**config.mk**
```make
export PLATFORM = sky130hd
export DESIGN_NAME = inc_counter
export DESIGN_NICKNAME = d
export VERILOG_FILES = /design/src/rtl/alu_pkg.sv /design/src/rtl/inc_step.sv /design/src/rtl/inc_counter.sv
export SDC_FILE = /design/constraint.sdc
export NUM_CORES = 1
export LEC_CHECK = 0
export BUFFER_PORTS_ARGS = -buffer_cell sky130_fd_sc_hd__clkbuf_2
export CORE_MARGIN = 10
export CORE_UTILIZATION = 28
export CTS_BUF_LIST = sky130_fd_sc_hd__clkbuf_4 sky130_fd_sc_hd__clkbuf_8
export CTS_CLUSTER_DIAMETER = 30
export DETAILED_ROUTE_END_ITERATION = 16
export PLACE_DENSITY_LB_ADDON = 0.12
export SYNTH_ARGS = -nofsm -noshare
export SYNTH_HDL_FRONTEND = slang
export SYNTH_SLANG_ARGS = --single-unit
```
**constraint.sdc**
```tcl
create_clock -name clk -period 3.2 [get_ports clk]
set_input_delay 0.32 -clock clk [delete_from_list [all_inputs] [get_ports clk]]
set_output_delay 0.32 -clock clk [all_outputs]
set_load 0.02 [all_outputs]
```
**src/rtl/alu_pkg.sv**
```systemverilog
// Shared constants and helpers for the inc_counter block.
// Saturating mode is selected with the INC_COUNTER_SAT_EN macro in inc_counter.
package alu_pkg;

   localparam int DEFAULT_WIDTH = 16;

   localparam logic DIR_UP   = 1'b0;
   localparam logic DIR_DOWN = 1'b1;

   // Effective count modulus: MODULO, or 2^WIDTH when MODULO is 0.
   function automatic logic [32:0] eff_modulus(input int width, input int modulo);
      if (modulo == 0) begin
         return 33'd1 << width;
      end
      return 33'(modulo);
   endfunction

endpackage

```
**src/rtl/inc_step.sv**
```systemverilog
// Combinational next-value arithmetic for inc_counter: one STEP up or down
// modulo m, flagging when the result wraps past the top or below zero.
module inc_step
   import alu_pkg::*;
#(
   parameter int WIDTH = DEFAULT_WIDTH,
   parameter int STEP  = 1
) (
   input  logic [WIDTH-1:0] value,
   input  logic             dir,
   input  logic [WIDTH:0]   m,
   output logic [WIDTH-1:0] next,
   output logic             wrap
);

   localparam logic [WIDTH:0] STEP_X = (WIDTH+1)'(STEP);

   logic [WIDTH:0] ext;
   logic [WIDTH:0] sum;

   // One extra bit keeps value + STEP and value + m from overflowing.
   always_comb begin
      ext  = {1'b0, value};
      sum  = '0;
      next = '0;
      wrap = 1'b0;
      if (dir == DIR_UP) begin
         sum = ext + STEP_X;
         if (sum < m) begin
            next = sum[WIDTH-1:0];
         end else begin
            next = WIDTH'(sum - m);
            wrap = 1'b1;
         end
      end else begin
         if (ext >= STEP_X) begin
            next = WIDTH'(ext - STEP_X);
         end else begin
            next = WIDTH'(ext + m - STEP_X);
            wrap = 1'b1;
         end
      end
   end

endmodule

```
**src/rtl/inc_counter.sv**
```systemverilog
// Loadable up/down modulo counter with a registered wrap/borrow pulse.
// Define INC_COUNTER_SAT_EN to saturate at 0 / M-1 instead of wrapping.
module inc_counter
   import alu_pkg::*;
#(
   parameter int WIDTH  = DEFAULT_WIDTH,
   parameter int MODULO = 0,
   parameter int STEP   = 1
) (
   input  logic             clk,
   input  logic             rst,
   input  logic             load,
   input  logic             en,
   input  logic             dir,
   input  logic [WIDTH-1:0] d,
   output logic [WIDTH-1:0] o,
   output logic             carry_out,
   output logic             zero
);

   localparam logic [WIDTH:0] M     = (WIDTH+1)'(eff_modulus(WIDTH, MODULO));
   localparam logic [WIDTH:0] M_TOP = M - 1'b1;

   logic [WIDTH-1:0] count_q;
   logic             carry_q;
   logic [WIDTH-1:0] step_next;
   logic             step_wrap;
   logic [WIDTH-1:0] count_next;
   logic [WIDTH-1:0] load_val;

   inc_step #(
      .WIDTH (WIDTH),
      .STEP  (STEP)
   ) u_step (
      .value (count_q),
      .dir   (dir),
      .m     (M),
      .next  (step_next),
      .wrap  (step_wrap)
   );

   // Loaded values are folded into range so the count never leaves 0..M-1.
   assign load_val = WIDTH'({1'b0, d} % M);

`ifdef INC_COUNTER_SAT_EN
   always_comb begin
      count_next = step_next;
      if (step_wrap) begin
         count_next = (dir == DIR_DOWN) ? '0 : M_TOP[WIDTH-1:0];
      end
   end
`else
   assign count_next = step_next;
`endif

   always_ff @(posedge clk or posedge rst) begin
      if (rst) begin
         count_q <= '0;
         carry_q <= 1'b0;
      end else if (load) begin
         count_q <= load_val;
         carry_q <= 1'b0;
      end else if (en) begin
         count_q <= count_next;
         carry_q <= step_wrap;
      end else begin
         carry_q <= 1'b0;
      end
   end

   assign o         = count_q;
   assign carry_out = carry_q;
   assign zero      = (count_q == '0);

endmodule

```
* After elaboration in Yosys (flattened, before gate mapping) *
Index checks and enable logic that the tools add are counted.

cells by class
  multipliers = 0
  $lt $le $gt $ge = 2
  shift operators = 0
  div/mod/pow operators = 0
  $add $sub $neg = 5
  mux-type cells = 10
  reductions and logical operators = 2
  equal/unequal tests = 0
  bitwise operators = 0

operators with widths
  cell                   number
  $mux 16                5
  $sub 16x1->16 const B  3
  $add 16x1->17 const B  1
  $lt 17x17->1 const B   1
  $add 16x1->16 const B  1
  $ge 16x1->1 const B    1
  $logic_not 16->1       1
  $mux 1                 5
  $reduce_bool 2->1      1

storage, ports and cells
  memories = 0
  bits in latches = 0
  register bits after elaboration = 17
  bits in read-only memories = 0
  bits in writable memories = 0

* Depth between registers and ports, before layout *
Gate-level depths: netlist of run 1.

  word-level depth = 6
  depth in mapped cells = 7
  gate-level depth less buffers = 7

* Modules after synthesis *
From an unflattened synthesis of run 1, not the netlist that was laid out.

second synthesis, totals
  cells, all modules = 513
  area total of the unflattened synthesis = 3,739.8 um^2

by module, submodules not included
  module       cells an instance  instances  sequential area each (um^2)  area each (um^2)
  inc_step     433                1          0.0                          2,917.8
  inc_counter  80                 1          425.4                        822.0

* Worst setup path after synthesis of run 1 *
OpenSTA, ideal clock, no wires.

  path type = reg-to-output
  start point = reg count_q[6], in the netlist o[6]
  end point = out zero
  arrival = 1.849 ns
  slack = 1.031 ns
  stages on the path, launching flop included = 6
  cell sequence = dfrtp_1 buf_2 or3_4 or3_1 nor3_1 and4b_1

on the way
  longest elaborated chain between the ends = 1

RTL lines
  what                    line               source
  from (decl)             inc_counter.sv:24  logic [WIDTH-1:0] count_q;
  from (signal assigned)  inc_counter.sv:61  count_q <= load_val;
  from (signal assigned)  inc_counter.sv:64  count_q <= count_next;
  $logic_not 16->1        inc_counter.sv:73  assign zero = (count_q == '0);
  to (decl)               inc_counter.sv:18  output logic zero

No other way between the ends.

* Final worst setup path of run 1 *
Ends and elaborated chain as after synthesis.

==> metrics.cfg, run 1 <==
[die]
io_pins = 39
die_x_um = 88.4
start_util = 0.295
fp.dieH_um = 88.4
coreArea_um2 = 4440
dieArea_um2 = 7810
num_rows = 24

[power]
power_frac_comb = 0.288
total_power_uw = 644
p_leak_nw = 0.638
intPower_uw = 410
p_switching_uw = 233
vdd_drop_max_mv = 0.262
seq_power_share = 0.447
p_sw_frac = 0.363
p_per_area_nw_per_um2 = 416
clock_power_share = 0.265

[global_route]
antenna_found_initial = 0
grt_max_degree = 27
grt_pass1_wl_um = 6460
grt_pass1_vias = 1228
grt_use_total = 0.104
overflow = 0

[cells_and_area]
fin_area_um2 = 1550
final_common_cell = clkbuf_2
final_nets = 206
register_area_um2 = 425
drive_above_1_share = 0.304
diodes = 0
n_fill_cell = 475
multi_input_area_um2 = 798
final_cell_mix = 38 x clkbuf_2, 21 x nand2_1, 17 x dfrtp_1
syn2layout_area_growth_pct = 18.1

[logic_synthesis]
avgSynthCellArea_um2 = 8.68
syn_area_um2 = 1310
netlist_instances = 151
synthArstFlopShare = 1.00
synth_top_area_share = 0.325
synth_cell_type_count = 34
syn_nets = 175
yosysWarnings = 0
synth_area_leaders = dfrtp_1 32%, o21ai_1 6.1%, mux2_2 6.0%
synth_edf_count = 0
synth_seq_cells = 17
ys_seq_area_frac = 0.325
yosysTopAreaCell = dfrtp_1
ys.flop_type = dfrtp_1

[timing]
hold_ws_ps = 152
finClkSkew_ps = 2.69
max_slew_margin = 0.529
fmax_mhz = 410
fin_crit_sh = 0.762
rsz0062_at_grt = false
finalSetupTns_ps = 0
final_hold_viol_count = 0
worstMarginPinSlew_ps = 706
fin_crit_ps = 2440
setup_viol = 0
maxSlewViolCount = 0

[worst_setup_path]
cp_data_arrival_time_ps = 2120
critPathRequiredTime_ps = 2880
reg2reg_depth = 5
start_kind = flip-flop
cp.buffers_inverters = 1
max_stage_delay_ps = 480
crit-reg2reg-launch = o[3]
reg2reg_to = o[10]
cp_cell_sequence = or3_4 -> or3_1 -> nor3_1 -> and4b_1 -> clkbuf_2
worstPathMaxFanout = 9
worst_path_max_delay_cell = dfrtp_1
crit_type = reg -> out
r2r_setup_slack_ps = 1120
critPathCaptureType = primary output
cpLargestDelayFamily = simple AND/OR/NAND/NOR gates

[clock_network]
clock_tree.root_cell = clkbuf_8
cts_tree = yes
cts_htree_levels = 1
cts_buffers = 3
cts_buffer_depth = 2
ctsResizeCount = 0
postCtsSetupBuffers = 0
cts_hold_buffers = 0
clk_latency_ps = 250
clk_pin_slew_ps = 70
clock_sinks = 17

[detailed_routing]
num_vias = 1223
via_per_inst = 5.25
first_iter_violations = 128
ant_nets = 0
routedWlPerCell_um = 16.7
firstDrtPassIters = 4
route.detailed.drc = 0
wirelength_um = 3880

[placed_design]
post-dp-hpwl_um = 2910
portBuffers = 38
dpl_cell_area_um2 = 1500
gp_congestion = 0.845

[run_status]
status = finished clean

[run]
maxCapViolCount = 0

[min_path]
hold_path.class = in -> async

-- metrics by stage --
stage | util | setup WS (ps) | instances
4_1_cts | 0.348 | 767 | 233
3_3_place_gp | 0.337 | 1080 | 229
2_1_floorplan | - | 1030 | 151
6_report | 0.348 | 761 | 233
5_1_grt | 0.348 | 660 | 233
3_5_place_dp | 0.337 | 1060 | 229
-- power groups by stage --
stage	registers, mW	logic [mW]	clock network, mW
final	0.287	0.185	0.171
after global routing	0.294	0.206	0.187
after detailed placement	0.289	0.188	0
after floorplan	0.295	0.125	0
after global placement	0.287	0.187	0
after CTS	0.285	0.189	0.184
-- synthesized netlist by cell type, drive strengths merged (2+ instances only) --
| library cell | n |
|---|---|
| xnor2 | 9 |
| nor2 | 4 |
| nor3 | 11 |
| buf | 9 |
| o21ai | 22 |
| clkbuf | 3 |
| nor4 | 7 |
| nand2 | 21 |
| nand3 | 2 |
| or3 | 3 |
| inv | 5 |
| nand4 | 4 |
| xor2 | 7 |
| dfrtp | 17 |
| nor4b | 4 |
| ha | 3 |
| and4b | 3 |
| nand2b | 2 |
| mux2 | 7 |
-- cell type report --
| type | instances | area share |
|---|---|---|
| clock buffers | 4 | 0.0316 |
| inverters | 5 | 0.0121 |
| multi-input cells | 117 | 0.516 |
| flip-flops and latches | 17 | 0.275 |
| well taps | 52 | 0.0421 |
| repair buffers | 38 | 0.123 |
-- state kept, by name, indices dropped and copies added, names as in the netlist --
| register | count |
|---|---|
| carry_out | 1 |
| o | 16 |
-- metal layers --
metal,up-vias,part of all wire,track usage
met2,54,0.46,0.159
met3,5,0.094,0.0441
met5,-,0,0
li1,600,-,-
met4,0,0.014,0.0206
met1,564,0.44,0.135
-- how the worst max path moves through the flow --
stage,start,end,slack [ps],depth (start not counted)
after detailed placement,o[6],zero,1060,5
after global placement,o[6],zero,1080,5
after floorplan,o[6],zero,1030,5
final,o[6],zero,760,5
after CTS,o[6],zero,770,5
after global routing,o[6],zero,660,5
-- cells by family (layout without fill, tap and decap cells) --
kind of cell	count (synthesis)	count (layout)	share of synthesized area
multiplexers	7	7	0.0602
AND/OR/NAND/NOR	66	66	0.311
AO/OA/AOI/OAI	25	25	0.102
XOR/XNOR	16	16	0.107
flip-flops	17	17	0.325
buffers and inverters	17	47	0.0659
adder cells (fa/ha/maj)	3	3	0.0287
(Power assumes the default switching activity.)
==> inputs of run 2 (changes only) <==
- clock period: 3.2 -> 2.4 ns (I/O delays scaled with it)
==> run 2 against run 1 <==
  * Count of clock-buffer cells in the layout down 1
  * Highest routed layer unchanged
  * First-iteration DRC count is 34% lower
  * Cell count is 0.43% higher
  * Clock skew increased by 0.90 ps
  * Sequential share of layout area fell by 0.18 points
  * Setup slack lost 640 ps
  * Critical path type unchanged
  * Largest power group unchanged
  * Design area increased by 0.65%
==> metrics.cfg, run 2 (synthesis results as in run 1) <==
[clock_network]
cts_buffer_depth = 2
cts_tree = yes
cts_htree_levels = 1
postCtsSetupBuffers = 0
clock_tree.root_cell = clkbuf_8
ctsResizeCount = 0
clock_sinks = 17
clk_pin_slew_ps = 70
cts_buffers = 3
cts_hold_buffers = 0
clk_latency_ps = 260

[worst_setup_path]
cp_data_arrival_time_ps = 2040
critPathRequiredTime_ps = 2160
start_kind = flip-flop
path_depth = 5
cp.buffers_inverters = 1
crit_type = reg -> out
worst_path_max_delay_cell = dfrtp_1
reg2reg_depth = 5
cp_cell_sequence = or3_4 -> or3_1 -> nor3_2 -> and4b_1 -> clkbuf_2
cpLargestDelayFamily = simple AND/OR/NAND/NOR gates
max_stage_delay_ps = 470
critPathCaptureType = primary output
worstPathMaxFanout = 7

[detailed_routing]
wl_met2_um = 1800
first_iter_violations = 84
ant_nets = 0
dr_wl_met3_um = 313
dr.max_layer_used = met4
routedWlPerCell_um = 16.8
wirelength_met1_um = 1770
wirelength_um = 3920
firstDrtPassIters = 4
route.detailed.drc = 0
via_per_inst = 5.24
num_vias = 1227

[run]
maxCapViolCount = 0

[global_route]
grt_pass1_vias = 1263
antenna_found_initial = 0
grt_max_degree = 27
grt_pass1_wl_um = 6400
overflow = 0
grt_use_total = 0.102

[die]
dieArea_um2 = 7810
fp.dieH_um = 88.4
coreArea_um2 = 4440
num_rows = 24
start_util = 0.295
io_pins = 39
die_x_um = 88.4

[timing]
hold_ws_ps = 58.9
finClkSkew_ps = 3.59
worstMarginPinSlew_ps = 693
max_slew_margin = 0.537
final_hold_viol_count = 0
fin_crit_ps = 2280
finalSetupTns_ps = 0
fmax_mhz = 438
fin_crit_sh = 0.951
maxSlewViolCount = 0
setup_viol = 0
rsz0062_at_grt = false

[placed_design]
post-dp-hpwl_um = 2930
portBuffers = 38
place_inst = 230
gp_congestion = 0.856

[cells_and_area]
finalNonFillerCells = 234
final_common_cell = clkbuf_2
largest_reg_flops = 16
drive_above_1_share = 0.313
final_nets = 207
diodes = 0
final_cell_mix = 38 x clkbuf_2, 21 x nand2_1, 17 x dfrtp_1
syn2layout_area_growth_pct = 18.8

[power]
vdd_drop_max_mv = 0.256
p_per_area_nw_per_um2 = 554
p_leak_nw = 0.643

[run_status]
status = finished clean

[min_path]
hold_path.class = in -> async

==> run 2: metrics by stage <==
stage	area, µm²	power, mW	utilization	worst slack [ps]
after floorplan	1310	0.560	-	311
after global placement	1510	0.635	0.339	377
after detailed placement	1510	0.641	0.339	358
after CTS	1550	0.874	0.349	62.4
after global routing	1560	0.911	0.350	47.3
final	1560	0.862	0.350	117
==> run 2: routing by layer <==
layer	GRT usage	vias to the layer above
met2	0.163	46
met1	0.130	573
li1	-	603
met5	0	-
met3	0.0294	5
met4	0.0338	0
==> run 2: path summary, 6_finish.rpt <==
path | from | end | slack, ps
setup / recovery | o[7] | zero | 120
hold / removal | rst | o[14] | 60
setup reg to reg | o[2] | o[9] | 320
hold reg to reg | o[12] | o[12] | 640
max in group asynchronous | rst | o[15] | 1900
min in group clk | d[1] | o[1] | 180
==> run 2: layout make-up <==
type,count,area (µm²)
Multi-Input combinational cell,117,803
Clock buffer,3,41.3
Inverter,5,18.8
Timing Repair Buffer,39,198
Tap cell,52,65.1
Sequential cell,17,425
Fill cell,475,2890
Clock inverter,1,5.00
==> run 2: power breakdown <==
group | switching, mW | internal (mW) | total [mW]
Clock | 0.114 | 0.116 | 0.229
Sequential | 0.0622 | 0.316 | 0.378
Combinational | 0.151 | 0.104 | 0.255
==> run 2: worst reg2reg max path: stages, from the launching register on <==
cell and delay, ps:
dfrtp_1 490, or4b_4 630, nor3_2 290, o21ai_1 130
xnor2_1 150, mux2_2 270
==> inputs of run 3 (changes only) <==
- clock period: 2.4 -> 1.9 ns (I/O delays scaled with it)
==> run 3 against run 2 <==
  * Setup slack worse by 310 ps
  * Critical endpoint unchanged
  * Via count is 7.9% higher
  * Wire length is 8.0% higher
  * Utilization is 6.7 points higher
  * Global-route usage is 1.1 points higher
  * Design area is 19% higher
  * Count of clock-buffer cells in the layout stayed put
  * Clock power is 31% higher
  * Combinational power is 89% higher
  * The run now ends with negative setup slack left
  * Cell count is 11% higher
  * Clock skew is 5.5 ps higher
==> metrics.cfg, run 3 (synthesis results as in run 1) <==
[cells_and_area]
fin_util = 0.417
diodes = 0
drive_above_1_share = 0.488
final_common_cell = clkbuf_2
final_nets = 232
largest_reg_flops = 16
syn2layout_area_growth_pct = 41.5
final_cell_mix = 37 x clkbuf_2, 25 x buf_4, 21 x nand2_1
finalNonFillerCells = 259

[placed_design]
gp_congestion = 0.865
post-dp-hpwl_um = 3200
portBuffers = 38
place_inst = 250

[clock_network]
clk_pin_slew_ps = 80
clk_latency_ps = 270
clock_sinks = 17
cts_tree = yes
cts_htree_levels = 1
cts_buffer_depth = 2
cts_buffers = 3
clock_tree.root_cell = clkbuf_8

[run_status]
status = complete, but fails checks
violations = negative setup slack

[timing]
max_slew_margin = 0.518
fin_ws_ps = -195
setup_viol = 2
fin_crit_sh = 1.10
finalSetupTns_ps = -202
fin_crit_ps = 2100
rsz0062_at_grt = true
worstMarginPinSlew_ps = 722
finClkSkew_ps = 9.10
final_hold_viol_count = 0
fmax_mhz = 477
maxSlewViolCount = 0

[detailed_routing]
num_vias = 1324
wirelength_um = 4240
ant_nets = 0
via_per_inst = 5.11
firstDrtPassIters = 4
routedWlPerCell_um = 16.4
route.detailed.drc = 0
first_iter_violations = 117

[power]
p_per_area_nw_per_um2 = 660
p_leak_nw = 0.800
vdd_drop_max_mv = 0.263

[worst_setup_path]
critPathCaptureType = primary output
start_kind = flip-flop
cp_data_arrival_time_ps = 1910
crit_type = reg -> out
worstPathMaxFanout = 2
critPathRequiredTime_ps = 1710

[die]
die_x_um = 88.4
start_util = 0.295
fp.dieH_um = 88.4
dieArea_um2 = 7810
io_pins = 39
coreArea_um2 = 4440
num_rows = 24

[global_route]
antenna_found_initial = 0
grt_max_degree = 20
overflow = 0
grt_pass1_vias = 1352
grt_pass1_wl_um = 6950
grt_use_total = 0.114

[min_path]
hold_path.class = in -> async

[run]
maxCapViolCount = 0

## run 3: changes by cell type in the layout (fill, tap and decap cells not counted), moves of 3 or more
| cell | change |
|---|---|
| nor4_1 | -3 |
| buf_4 | +24 |
| dfrtp_2 | +6 |
| dfrtp_1 | -6 |
| nor4_2 | +3 |
## run 3: what timing repair did
action / CTS / global route
hold endpoints to repair: 0 / 0
setup buffers: 1 / 4
pin swaps: 0 / 6
hold buffers: 0 / 0
resized for setup: 4 / 14
endpoints found under the setup margin: 2 / 8
## run 3: metal layers
metal / vias to the layer above / part of all wire / GRT usage
li1: 650 / - / -
met1: 614 / 0.46 / 0.151
met2: 50 / 0.43 / 0.174
met3: 10 / 0.092 / 0.0377
met4: 0 / 0.015 / 0.0264
met5: - / 0 / 0
## run 3: power by group
group / internal [mW] / total [mW] / switching (mW)
Combinational: 0.216 / 0.481 / 0.265
Clock: 0.146 / 0.300 / 0.153
Sequential: 0.403 / 0.442 / 0.0392
Total: 0.765 / 1.22 / 0.458
## run 3: worst max-delay path: stages (launching register included)
cell	delay [ps]
dfrtp_2	410
or3_4	390
or3_4	350
nor3_4	120
and4b_2	260
buf_8	110
## run 3: stage by stage
step                      hold WS, ps  power, mW  setup slack [ps]  cell area [µm²]
after floorplan                   116      0.731              -134             1360
after global placement            325      0.889              6.85             1690
after detailed placement          342      0.894              6.45             1690
after CTS                        59.8       1.20              -205             1760
after global routing             91.5       1.29              -242             1850
final                            9.54       1.22              -195             1850
## run 3: cell type report
cell class	count	area (µm²)
Fill cell	454	2590
Multi-Input combinational cell	117	891
Sequential cell	17	433
Timing Repair Buffer	64	399
Tap cell	52	65.1
Clock buffer	3	41.3
Inverter	5	18.8
Clock inverter	1	5.00
## run 3: worst paths after layout
kind                            cells past startpoint  slack [ps]  endpoint  start
max in group asynchronous                           2        1380      o[3]    rst
worst min register to register                      3         680     o[12]  o[12]
worst max register to register                      5         -10     o[13]   o[9]
worst min-delay path                                2          10      o[7]    rst
min in group clk                                    3         130     o[12]  d[12]
worst max-delay path                                5        -200      zero   o[6]
